--- src/rtl/adc_spi_ser_if.sv ---
// Handshake and serial-bus bundle for the ADC SPI serializer.
// The master side requests frames; the slave side is the serializer itself.
interface adc_spi_ser_if #(
  parameter int NBITS = 24
);
  logic             start;
  logic [NBITS-1:0] data;
  logic [11:0]      cs_sel;
  logic [11:0]      mask;
  logic             busy;
  logic             done;
  logic             nosel;
  logic [11:0]      cs;
  logic             sclk;
  logic             sdata;

  modport master (
    output start, data, cs_sel, mask,
    input  busy, done, nosel, cs, sclk, sdata
  );

  modport slave (
    input  start, data, cs_sel, mask,
    output busy, done, nosel, cs, sclk, sdata
  );
endinterface

--- src/rtl/adc_spi_ser.sv ---
// SPI frame serializer driving up to twelve ADCs with active-low chip selects.
// One accepted START shifts an NBITS frame MSB first; SCLK half-period is
// CLK_DIV system clocks. Every output comes straight from a register.
module adc_spi_ser #(
  parameter int CLK_DIV = 4,
  parameter int NBITS   = 24
) (
  input  logic clk,
  input  logic rst,          // synchronous, active-low
  adc_spi_ser_if.slave bus
);

  localparam int             BW       = (NBITS > 1) ? $clog2(NBITS) : 1;
  localparam logic [7:0]     PH_LAST  = 8'(CLK_DIV - 1);
  localparam logic [BW-1:0]  BIT_LAST = BW'(NBITS - 1);

  typedef enum logic [2:0] {IDLE, SETUP, SHIFT, HOLD, GAP} state_t;

  state_t           state;
  logic [7:0]       phase;
  logic [BW-1:0]    bit_cnt;
  logic [NBITS-1:0] shreg;
  logic [11:0]      cs_q;
  logic             sclk_q;
  logic             sdata_q;
  logic             busy_q;
  logic             done_q;
  logic             nosel_q;

  logic [11:0]      sel_eff;
  logic [NBITS-1:0] shreg_nxt;
  logic             phase_end;

  assign sel_eff   = bus.cs_sel & bus.mask;
  assign shreg_nxt = shreg << 1;
  assign phase_end = (phase == PH_LAST);

  // Transaction sequencer: IDLE -> SETUP -> SHIFT -> HOLD -> GAP -> IDLE.
  // SDATA is reloaded only when SCLK falls, so it is stable across every
  // high phase. The frame shift register holds data only and is not reset.
  always_ff @(posedge clk) begin
    if (!rst) begin
      state   <= IDLE;
      phase   <= 8'd0;
      bit_cnt <= '0;
      cs_q    <= 12'hFFF;
      sclk_q  <= 1'b0;
      sdata_q <= 1'b0;
      busy_q  <= 1'b0;
      done_q  <= 1'b0;
      nosel_q <= 1'b0;
    end else begin
      done_q <= 1'b0;
      case (state)
        IDLE: begin
          if (bus.start) begin
            nosel_q <= (sel_eff == 12'h000);
            if (sel_eff == 12'h000) begin
              // Nothing to talk to: finish immediately without touching the bus.
              done_q <= 1'b1;
            end else begin
              cs_q    <= ~sel_eff;
              shreg   <= bus.data;
              sdata_q <= bus.data[NBITS-1];
              busy_q  <= 1'b1;
              phase   <= 8'd0;
              state   <= SETUP;
            end
          end
        end
        SETUP: begin
          if (phase_end) begin
            phase   <= 8'd0;
            bit_cnt <= '0;
            state   <= SHIFT;
          end else begin
            phase <= phase + 8'd1;
          end
        end
        SHIFT: begin
          if (!phase_end) begin
            phase <= phase + 8'd1;
          end else begin
            phase <= 8'd0;
            if (!sclk_q) begin
              sclk_q <= 1'b1;
            end else begin
              sclk_q <= 1'b0;
              if (bit_cnt == BIT_LAST) begin
                state <= HOLD;
              end else begin
                bit_cnt <= bit_cnt + 1'b1;
                shreg   <= shreg_nxt;
                sdata_q <= shreg_nxt[NBITS-1];
              end
            end
          end
        end
        HOLD: begin
          if (phase_end) begin
            phase   <= 8'd0;
            cs_q    <= 12'hFFF;
            sdata_q <= 1'b0;
            state   <= GAP;
          end else begin
            phase <= phase + 8'd1;
          end
        end
        GAP: begin
          if (phase_end) begin
            phase  <= 8'd0;
            busy_q <= 1'b0;
            done_q <= 1'b1;
            state  <= IDLE;
          end else begin
            phase <= phase + 8'd1;
          end
        end
        default: state <= IDLE;
      endcase
    end
  end

  assign bus.cs    = cs_q;
  assign bus.sclk  = sclk_q;
  assign bus.sdata = sdata_q;
  assign bus.busy  = busy_q;
  assign bus.done  = done_q;
  assign bus.nosel = nosel_q;

endmodule

--- src/flat_wrapper.sv ---
// flat-port wrapper written by rule: the top's interface ports become plain ports
module adc_spi_ser_flat 
#(
  parameter int CLK_DIV = 4,
  parameter int NBITS   = 24
)
  (clk, rst, bus_start, bus_data, bus_cs_sel, bus_mask, bus_busy, bus_done, bus_nosel, bus_cs, bus_sclk, bus_sdata);
  adc_spi_ser_if #(.NBITS(NBITS)) bus_i ();
  input  logic clk;
  input  logic rst;
  input wire logic [$bits(bus_i.start)-1:0] bus_start;
  input wire logic [$bits(bus_i.data)-1:0] bus_data;
  input wire logic [$bits(bus_i.cs_sel)-1:0] bus_cs_sel;
  input wire logic [$bits(bus_i.mask)-1:0] bus_mask;
  output wire logic [$bits(bus_i.busy)-1:0] bus_busy;
  output wire logic [$bits(bus_i.done)-1:0] bus_done;
  output wire logic [$bits(bus_i.nosel)-1:0] bus_nosel;
  output wire logic [$bits(bus_i.cs)-1:0] bus_cs;
  output wire logic [$bits(bus_i.sclk)-1:0] bus_sclk;
  output wire logic [$bits(bus_i.sdata)-1:0] bus_sdata;
  assign bus_i.start = bus_start;
  assign bus_i.data = bus_data;
  assign bus_i.cs_sel = bus_cs_sel;
  assign bus_i.mask = bus_mask;
  assign bus_busy = bus_i.busy;
  assign bus_done = bus_i.done;
  assign bus_nosel = bus_i.nosel;
  assign bus_cs = bus_i.cs;
  assign bus_sclk = bus_i.sclk;
  assign bus_sdata = bus_i.sdata;
  adc_spi_ser #(.CLK_DIV(CLK_DIV), .NBITS(NBITS)) u_core (.clk(clk), .rst(rst), .bus(bus_i));
endmodule
--- config.mk ---
export PLATFORM = sky130hd
export DESIGN_NAME = adc_spi_ser_flat
export DESIGN_NICKNAME = d
export VERILOG_FILES = /design/src/rtl/adc_spi_ser_if.sv /design/src/rtl/adc_spi_ser.sv /design/src/flat_wrapper.sv
export SDC_FILE = /design/constraint.sdc
export NUM_CORES = 1
export LEC_CHECK = 0
export CELL_PAD_IN_SITES_DETAIL_PLACEMENT = 0
export CELL_PAD_IN_SITES_GLOBAL_PLACEMENT = 1
export CORE_AREA = 3 3 87 89
export CTS_BUF_LIST = sky130_fd_sc_hd__clkbuf_8 sky130_fd_sc_hd__clkbuf_16
export DETAILED_ROUTE_END_ITERATION = 7
export DIE_AREA = 0 0 90 92
export PLACE_DENSITY = 0.89
export RECOVER_POWER = 100
export SETUP_SLACK_MARGIN = 0.05
export SLEW_MARGIN = 30
export SYNTH_ARGS = -nofsm -noshare
export SYNTH_HDL_FRONTEND = slang
export SYNTH_SLANG_ARGS = --single-unit
export TNS_END_PERCENT = 5
--- constraint.sdc ---
create_clock -name clk -period 9.1 [get_ports clk]
set_input_delay 2.275 -clock clk [delete_from_list [all_inputs] [get_ports clk]]
set_output_delay 2.275 -clock clk [all_outputs]
set_load 0.02 [all_outputs]
* After elaboration in Yosys (flattened, before gate mapping) *
Cells that the tools add are included.

operators by class
  add/subtract/negate cells = 2
  $mul = 0
  div/mod/pow operators = 0
  $lt $le $gt $ge = 0
  equal/unequal tests = 15
  shifts and indexed selects = 0
  multiplexer cells = 43
  bitwise operators = 2
  reduce and logical (&&, ||, !) cells = 18

operators by type and width
  cell                                                    number
  2-to-1 mux 23 bit                                       5
  case mux 23 bit (2 select lines)                        1
  2-to-1 mux 12 bit                                       3
  2-to-1 mux 3 bit                                        8
  2-to-1 mux 8 bit                                        3
  case mux 12 bit (2 select lines)                        1
  2-to-1 mux 5 bit                                        4
  case mux 8 bit (2 select lines)                         1
  case mux 3 bit (5 select lines)                         1
  AND reduction 7 bit                                     2
  AND 12 bit                                              1
  logical NOT 12 bit                                      1
  2-to-1 mux 1 bit                                        12
  inequality test 2 x 1 -> 1 bit (second input constant)  6
  NOT 12 bit                                              1
  case mux 5 bit (2 select lines)                         1
  nonzero test 2 bit                                      5
  adder 8 x 1 -> 8 bit (second input constant)            1
  equality test 8 x 2 -> 1 bit (second input constant)    1
  AND reduction 4 bit                                     2
  AND reduction 8 bit                                     1
  equality test 3 x 2 -> 1 bit (second input constant)    2
  inequality test 2 bit (second input constant)           3
  adder 5 x 1 -> 5 bit (second input constant)            1
  other kinds (11)                                        13

word-level totals
  flip-flop bits (word level) = 56
  bits in latches = 0
  RAM bits = 0
  ROM bits = 0
  bits of input ports = 51
  output and inout bits = 17
  logic and storage cells = 90
  memories = 0

* Depth between registers and ports, before layout *
  depth after elaboration = 5
  mapped depth = 8
  mapped depth without buffers = 6

* Worst setup path after synthesis *
No wires, ideal clock.

  path type = input port to flip-flop
  start point = input port bus_cs_sel[3]
  end point = register u_core.shreg[0], enable pin
  library setup time = 0.529 ns
  arrival time = 6.327 ns
  required time = 8.571 ns
  setup slack = 2.244 ns
  cell stages on the path = 4
  buffers on the path = 0
  cell sequence = a22oi_1 nand3_1 nor3_1 a2111oi_0

on the way
  longest elaborated chain between the ends = 4

ends and longest elaborated chain
  element                                 RTL line            RTL
  start: declaration                      flat_wrapper.sv:13  input wire logic [$bits(bus_i.cs_sel)-1:0] bus_cs_sel;
  AND 12 bit                              adc_spi_ser.sv:34   assign sel_eff = bus.cs_sel & bus.mask;
  logical NOT 12 bit                      adc_spi_ser.sv:58   if (sel_eff == 12'h000) begin
  inequality test 2 bit (no source line)  -
  AND reduction 7 bit (no source line)    -
  end signal: assignment                  adc_spi_ser.sv:63   shreg <= bus.data;
  end signal: assignment                  adc_spi_ser.sv:93   shreg <= shreg_nxt;
  end: declaration                        adc_spi_ser.sv:22   logic [NBITS-1:0] shreg;

Every way passes these cells.
A chain may end at the register's enable or synchronous reset.

* Worst setup path in the final report *
  start point = input port bus_cs_sel[4]
  end point = register u_core.shreg[22], enable pin

Same word-level chain as after synthesis.

==> summary.md <==
| Metric | Value |
|---|---|
| Syn avg cell area | a little over 10 µm² |
| Final Instance Count excl. Fillers | ~430 |
| Clock Skews | between 0.015 and 0.02 ns |
| Placed cells | 420 |
| Synthesized area | between 0.002 and 0.003 mm² |
| Commonest cells post-synth | dfxtp_1, edfxtp_1, mux2_2 |
| Ys async rst share | 0 |
| GRT overflow | 0 |
| Failing checks | capacitance limit, slew limit |
| Seq/Total Area, Yosys | 0.496 |
| DR pass1 iterations | 4 |
| # clock sinks | 56 |
| Cell count after synthesis | between 200 and 300 |
| Most used DFF post-synth | dfxtp_1 |
| Antenna cells | 0 |
| # H-tree levels | 2 |
| Metal-1 WL | 2.88 mm |
| # Max-Cap Violations | 1 |
| Worst Hold Class | reg2reg |
| CTS tree | done |
| Flops & latches, synth | between 50 and 60 |
| Fin crit period | 5.43 ns |
| CTS Hold Bufs | 0 |
| First-pass GRT wire length | roughly 10 mm |
| Area of the core | 0.00683 mm² |
| Peak VDD IR | between 0.09 and 0.1 mV |
| Vias in the first global route | about 2200 |
| P&R area growth vs syn | 30.3% |
| Port buffer count | 67 |
| WP data required | between 8 and 9 ns |
| # DRC | 0 |
| Post-CTS Resized | 0 |
| Root Buffer | clkbuf_8 |
| Starting density of the core | 0.399 |
| Relative slew slack | -0.227 |
| GP Congestion | roughly 0.85 |
| Vias | approximately 2300 |
| Unrepaired setup endpoints after global routing | no |
| Iteration-0 DRC Markers | about 150 |
| Yosys cell types | 47 |
| Area leader, netlist | edfxtp_1 |
| Net Count, Synth | 323 |
| Clock slew at reported path FFs | 0.12 ns |
| Hpwl dp | 4.52 mm |
| Syn. warnings | 0 |
| Run status | complete, but fails checks |
| CP startpoint kind | input port |
| PD cells | 145 mW/mm² |
| Fin nets | 384 |
| Die height | about 90 µm |
| Tot GR Track Use | 0.153 |
| Final worst-path cycle share | 0.597 |
| Dominant cell by count in the synthesized netlist | dfxtp_1 |
| Crit path DAT | ~5.3 ns |
| Fin. max-slew vios | 19 |
| DR top layer | met4 |
| Synth area leaders | edfxtp_1, dfxtp_1, mux2_2 |
| Die width | 90 µm |
| Clock Path Buffers | 2 |
| Die Footprint | approximately 0.0083 mm² |
| Layout cells sized above 1 | 0.114 |
| Worst Path Max Fanout | 23 |
| Top cell type's share of synthesized area | 0.253 |
| Initial antenna violation count | 0 |
| EDFF count, synth | 23 |
| Clock latency on the worst-skew pair | roughly 0.32 ns |
| Post-DRT Antenna Nets | 0 |
| Routed met2 length | a little under 3 mm |
| Worst setup EP type | flip-flop |
| Largest net degree at the start of global routing | 27 |
| Final setup violation count | 0 |
| WL per Instance | 14.7 µm |
| CP Class | in2reg |
| Io pins | around 70 |
| Clock buffer count from CTS | 5 |
| Setup Fix Bufs, Post-CTS | 0 |
| Final Hold Violating Endpoints | 0 |
| Met3 WL post-DR | around 380 µm |
| Setup TNS Final | 0 ns |
| Final wirelength | around 6.3 mm |
| Leak | 1.19 nW |
| Slew at the pin closest to its max-slew limit | between 1.5 and 2 ns |
| Via density | roughly 5.3 |
| Maximum clock frequency | 184 MHz |
| Row cnt | 30 |
[metal layers]
metal	up-vias	track usage
li1	1127	-
met1	1091	0.203
met2	52	0.242
met3	7	0.0459
met4	0	0.0472
met5	-	0
[per-stage QoR]
stage                      util  setup slack, ns  hold slack (ns)  power [mW]  instance area, µm²
after detailed placement  0.510             4.58            0.460       0.384                3480
after CTS                 0.523             4.92            0.474       0.528                3580
after floorplan               -             2.24            0.473       0.341                2730
final                     0.520             3.67            0.466       0.516                3550
after global placement    0.509             4.42            0.448       0.381                3470
after global routing      0.520             3.40            0.494       0.541                3550
[logic make-up (layout without fill, tap and decap cells)]
| kind of cell | count (synthesis) | count (layout) | share of synthesized area |
|---|---|---|---|
| simple gates | 101 | 101 | 0.196 |
| compound gates | 62 | 62 | 0.144 |
| flops | 56 | 56 | 0.496 |
| mux | 24 | 24 | 0.0983 |
| buf+inv | 16 | 78 | 0.0280 |
| xor+xnor | 9 | 9 | 0.0289 |
| fa+ha+maj | 2 | 2 | 0.00918 |
[area by class of cell]
type,count,area [µm²]
fillers,619,3280
flip-flops and latches,56,1350
multi-input cells,198,1300
repair buffers,69,682
well taps,96,120
clock buffers,5,68.8
clock inverters,3,26.3
inverters,1,3.75
[path summary, 6_finish.rpt]
| path | slack [ns] | start | end | cells past startpoint |
|---|---|---|---|---|
| worst max register to register | 5.47 | u_core.state[2]$_SDFFE_PN0P_ | u_core.shreg[22]$_DFFE_PP_ | 5 |
| worst max-delay path | 3.67 | bus_cs_sel[4] | u_core.shreg[22]$_DFFE_PP_ | 6 |
| worst min register to register | 0.47 | u_core.bus.sdata$_SDFFE_PN0P_ | u_core.bus.sdata$_SDFFE_PN0P_ | 2 |
| worst min-delay path | 0.47 | u_core.bus.sdata$_SDFFE_PN0P_ | u_core.bus.sdata$_SDFFE_PN0P_ | 2 |
[report_power, final]
group	switching, mW	leakage (nW)	internal [mW]	total, mW
sequential	0.00762	0.483	0.278	0.286
clock	0.0873	0.0487	0.0564	0.144
combinational	0.0457	0.655	0.0403	0.0860
[flip-flops by register name (all words and copies together) (netlist names)]
register / cells
u_core.bus.sdata: 1
u_core.state: 3
u_core.bus.done: 1
u_core.bus.cs: 12
u_core.bus.nosel: 1
u_core.phase: 8
u_core.bus.sclk: 1
u_core.shreg: 23
u_core.bit_cnt: 5
u_core.bus.busy: 1
[worst max-delay path, stage by stage]
cell,delay [ns]
dlygate4sd3_1,0.55
a22oi_1,0.27
nand2_1,0.13
nor3_1,1.44
a2111oi_2,0.07
clkbuf_1,0.58
[cells in the final DEF (no fill, tap or decap), types with 5 or more instances in the layout]
master | Yosys | final
dlygate4sd3_1 | 0 | 42
dfxtp_1 | 33 | 33
clkdlybuf4s50_1 | 0 | 25
edfxtp_1 | 23 | 23
mux2_2 | 22 | 22
nand2_1 | 21 | 21
nand3_1 | 21 | 21
nor2_1 | 20 | 20
nor3_1 | 19 | 19
a21oi_1 | 19 | 19
o21ai_0 | 7 | 17
a22oi_1 | 7 | 7
xor2_1 | 5 | 5
clkbuf_8 | 0 | 5
No activity file was read; power rests on OpenSTA's default activity.
==> variant 1, RTL diff (same flow settings) <==
One comparison of `bit_cnt` changes from == to >=.
--- a/src/rtl/adc_spi_ser.sv
+++ b/src/rtl/adc_spi_ser.sv
@@ -88,3 +88,3 @@
               sclk_q <= 1'b0;
-              if (bit_cnt == BIT_LAST) begin
+              if (bit_cnt >= BIT_LAST) begin
                 state <= HOLD;
Behaviour: same outputs for any inputs over 10 cycles, from zero or initial values and one cycle with rst low; that may be too few to reach the edited logic, so the function may still have changed.
==> variant 1 against the original RTL <==
- worst setup slack better by 0.17 ns
- sequential cell count is the same
- sequential power fell by 2%
- routed wire length shrank 1.9%
- final area down 0.42%
- critical path type unchanged
- total power decreased by 5.2%
- critical endpoint is now u_core.shreg[21]
- area after synthesis down 0.78%
- clock skew is 0.0034 ns lower
- largest power group unchanged
==> variant 1: results (changes against the original RTL) <==
| Metric | Value |
|---|---|
| Status | finished clean |
| CP startpoint | bus_cs_sel[6] |
| Yosys cell types | 51 (+8.5%) |
| Routability cong. | 0.7945 (-6.0%) |
| Vias | 2367 (+4.0%) |
| Hold path start | u_core.bus.busy |
| Hpwl dp | 4.451 mm (-1.5%) |
| Post-synthesis xor/xnor area fraction | 0.9718% (-1.9 points) |
| Layout net count | 418 (+8.9%) |
| Total track usage | 15.20% (-0.15 points) |
| Multiplexer area fraction after synthesis | 5.229% (-4.6 points) |
| Vias in the first global route | 2340 (+7.2%) |
| Slowest Stage Delay on Critical Path | 1.15 ns (-0.29 ns) |
| Post-synthesis compound-gate area fraction | 12.73% (-1.6 points) |
| Final Routed Wirelength | 6.159 mm (-1.9%) |
| Worst path arrival time | 5.15 ns (-0.17 ns) |
| Syn_nets | 356 (+10%) |
| Most frequent cells after synthesis | nand2_1 (98), dfxtp_1 (33), edfxtp_1 (23) |
| Layout Skew | 0.01197 ns (-0.003373 ns) |
| CP delay by family, top | compound AO/OA/AOI/OAI gates |
| Dpl cells | 454 (+8.1%) |
| Relative slew slack | 5.420% (+28 points) |
| YS warnings | 0 (unchanged) |
| Post-Synth Adder-Cell Area | 0.9255% (+0.0072 points) |
| Largest net degree at the start of global routing | 34 (+26%) |
| Flop-to-flop setup slack | 5.62 ns (+0.15 ns) |
| Layout cells sized above 1 | 4.098% (-7.3 points) |
| Clock slew at reported path FFs | 0.10 ns (-0.02 ns) |
| Post-Layout Cell Count | 462 (+7.9%) |
| First-pass GRT wire length | 10.43 mm (-0.13%) |
| Peak supply drop | 0.06523 mV (-31%) |
| CP max stage cell | o21ai_0 |
| Clk_lat worst skew | 0.31 ns |
| Number of fillers in the final layout | 650 (+5.0%) |
| First DRT Iteration DRCs | 108 (-30%) |
| P_leak | 1.339 nW (+13%) |
| IO buf count | 67 (unchanged) |
| Cell count after synthesis | 303 (+12%) |
| Synth area leaders | edfxtp_1 (26%), dfxtp_1 (24%), nand2_1 (14%) |
==> variant 1: cell count changes in the layout (fill, tap and decap cells not counted), moves of 9 or more <==
cell / delta
o21ai_0: -9
nor3_1: -14
nor2_1: -13
mux2_2: -21
mux2i_1: +11
nand2_1: +77
a21oi_1: -13
==> variant 1: logic make-up after synthesis <==
logic type,count (synthesis)
DFF,56
buffers and inverters,18
AOI/OAI and AO/OA,48
adders and majority gates,2
muxes,14
and+or+nand+nor,162
xor gates and xnor gates,3
==> variant 1: where the power goes <==
group | internal (W) | switching, W | leakage, nW
Combinational | 0.0000382 | 0.0000364 | 0.810
Clock | 0.0000537 | 0.0000790 | 0.0459
Sequential | 0.000275 | 0.00000635 | 0.483
Total | 0.000367 | 0.000122 | 1.34
==> variant 1: path summary, 6_finish.rpt <==
| path | to | cells past startpoint |
|---|---|---|
| worst max-delay path | u_core.shreg[21] | 6 |
| worst min register to register | u_core.bus.busy | 2 |
| worst min-delay path | u_core.bus.busy | 2 |
| worst max register to register | u_core.shreg[21] | 5 |
==> variant 1: through the flow <==
| stage | utilization [%] | hold WS, ns | area (um2) | power [W] | setup slack [ns] |
|---|---|---|---|---|---|
| floorplan | - | 0.4520 | 2704 | 0.0003266 | 4.176 |
| global placement | 50.66 | 0.4487 | 3461 | 0.0003643 | 4.483 |
| detailed placement | 50.66 | 0.4608 | 3461 | 0.0003667 | 4.406 |
| CTS | 51.92 | 0.4768 | 3547 | 0.0004992 | 4.721 |
| global route | 51.74 | 0.4998 | 3535 | 0.0005131 | 3.615 |
| finish | 51.74 | 0.4690 | 3535 | 0.0004887 | 3.836 |
==> variant 1: cell type report <==
type                            instances  area share [%]
Sequential cell                        56           38.23
Multi-Input combinational cell        229           36.21
Timing Repair Buffer                   70           19.40
Tap cell                               96           3.398
Clock buffer                            5           1.947
Clock inverter                          3          0.4956
Inverter                                3          0.3186
==> variant 1: layer usage <==
layer	part of all wire (%)	GRT usage (%)
met4	1.3	5.102
met1	44	18.12
met3	5.9	4.676
met5	0	0
met2	49	26.07
==> variant 1: worst reg2reg max path, cell delays in order, from the launching register on <==
cell and delay (ns):
dfxtp_1 0.49, nor3_1 0.47, nand3_1 0.27, o21ai_0 1.14, nor3_1 0.12, clkbuf_1 0.56
==> variant 2, RTL diff (same flow settings) <==
Without the edit above. `NBITS` is set to 24 in 3 places; all go to 20.
--- a/src/rtl/adc_spi_ser_if.sv
+++ b/src/rtl/adc_spi_ser_if.sv
@@ -3,3 +3,3 @@
 interface adc_spi_ser_if #(
-  parameter int NBITS = 24
+  parameter int NBITS = 20
 );
--- a/src/rtl/adc_spi_ser.sv
+++ b/src/rtl/adc_spi_ser.sv
@@ -5,3 +5,3 @@
   parameter int CLK_DIV = 4,
-  parameter int NBITS   = 24
+  parameter int NBITS   = 20
 ) (
--- a/src/flat_wrapper.sv
+++ b/src/flat_wrapper.sv
@@ -4,3 +4,3 @@
   parameter int CLK_DIV = 4,
-  parameter int NBITS   = 24
+  parameter int NBITS   = 20
 )
Interface: changed (resized bus_data); port bits go from 68 to 64. The function was not compared with the original's and may differ.
==> variant 2 against the original RTL <==
- total power is 4.9% lower
- critical path type unchanged
- final area down 5.9%
- sequential cell count fell by 4
- area after synthesis is 7.0% lower
- sequential power down 9.1%
- fmax is 12% higher
- worst setup slack better by 0.60 ns
- routed wire length decreased by 13%
- final cell count decreased by 6.1%
==> variant 2: results (changes against the original RTL) <==
| Metric | Value |
|---|---|
| Total track usage | 13.56% (-1.8 points) |
| Clock slew at reported path FFs | 0.09 ns (-0.03 ns) |
| Max reg flops | 19 (-17%) |
| Worst path arrival time | 4.76 ns (-0.56 ns) |
| Routability cong. | 0.8003 (-5.3%) |
| Cell count after synthesis | 244 (-9.6%) |
| Slowest Stage Delay on Critical Path | 0.80 ns (-0.64 ns) |
| Largest net degree at the start of global routing | 28 (+3.7%) |
| Vias in the first global route | 2072 (-5.1%) |
| CP startpoint | rst |
| First-pass GRT wire length | 9.439 mm (-9.6%) |
| IO buf count | 63 (-6.0%) |
| Least-Margin Pin Slew | 1.098 ns (-0.7279 ns) |
| WL per Instance | 13.55 um (-7.6%) |
| Layout cells sized above 1 | 12.42% (+0.97 points) |
| Top cell type's share of synthesized area | 26.07% (+0.73 points) |
| Switch Pwr | 0.0001171 W (-17%) |
| Syn_nets | 293 (-9.3%) |
| Synth area leaders | dfxtp_1 (26%), edfxtp_1 (23%), mux2_2 (8.4%) |
| CP max stage cell | clkbuf_1 |
| First DRT Iteration DRCs | 139 (-9.7%) |
| Pre-CTS setup slack | 4.747 ns (+0.1711 ns) |
| Combinational power share | 14.7% (-2.0 points) |
| Layout net count | 354 (-7.8%) |
| Hold_ws | 0.4526 ns (-0.01308 ns) |
| Post-synth EDFFs | 19 (-17%) |
| P_leak | 1.157 nW (-2.5%) |
| Flop-to-flop setup slack | 6.04 ns (+0.57 ns) |
| Cells on worst reg2reg path | 6 (+1) |
| Post-synthesis sequential area ratio | 48.59% (-0.99 points) |
| Status | finished clean |
| Number of fillers in the final layout | 667 (+7.8%) |
| Layout Skew | 0.006206 ns (-0.009141 ns) |
| Hpwl dp | 3.978 mm (-12%) |
| Total sequential power | 0.000260 W (-9.1%) |
| Dpl cells | 394 (-6.2%) |
| Reg-to-Reg End | u_core.shreg[15] |
| Most frequent cells after synthesis | dfxtp_1 (33), nand2_1 (28), edfxtp_1 (19), mux2_2 (19), nand3_1 (16) |
| Clk_lat worst skew | 0.30 ns (-0.02 ns) |
| Yosys cell types | 56 (+19%) |
| Setup ws final | 4.268 ns (+0.5979 ns) |
variant 2: layout make-up:
class	count	area, um2	area share (%)
clock buffer	5	68.82	2.059
clock inverter	3	42.54	1.273
multi-input combinational	175	1215	36.35
tap	96	120.1	3.594
timing repair buffer	67	649.4	19.43
inverter	4	15.01	0.4493
sequential	52	1231	36.84
variant 2: kinds of logic (layout without fill, tap and decap cells):
logic type,after synthesis,after routing,share of synthesized area [%]
flip-flops,52,52,48.59
multiplexers,32,32,13.58
XOR/XNOR,4,4,1.383
AO/OA/AOI/OAI,48,48,13.09
AND/OR/NAND/NOR,89,89,19.26
adder cells (fa/ha/maj),2,2,0.9875
buffers and inverters,17,79,3.111
variant 2: routing by layer:
layer	GRT usage, %	vias up	share of wire [%]
li1	-	1029	-
met4	3.571	0	0.73
met1	17.51	938	47
met3	4.512	4	6.4
met2	21.84	57	46
met5	0	-	0
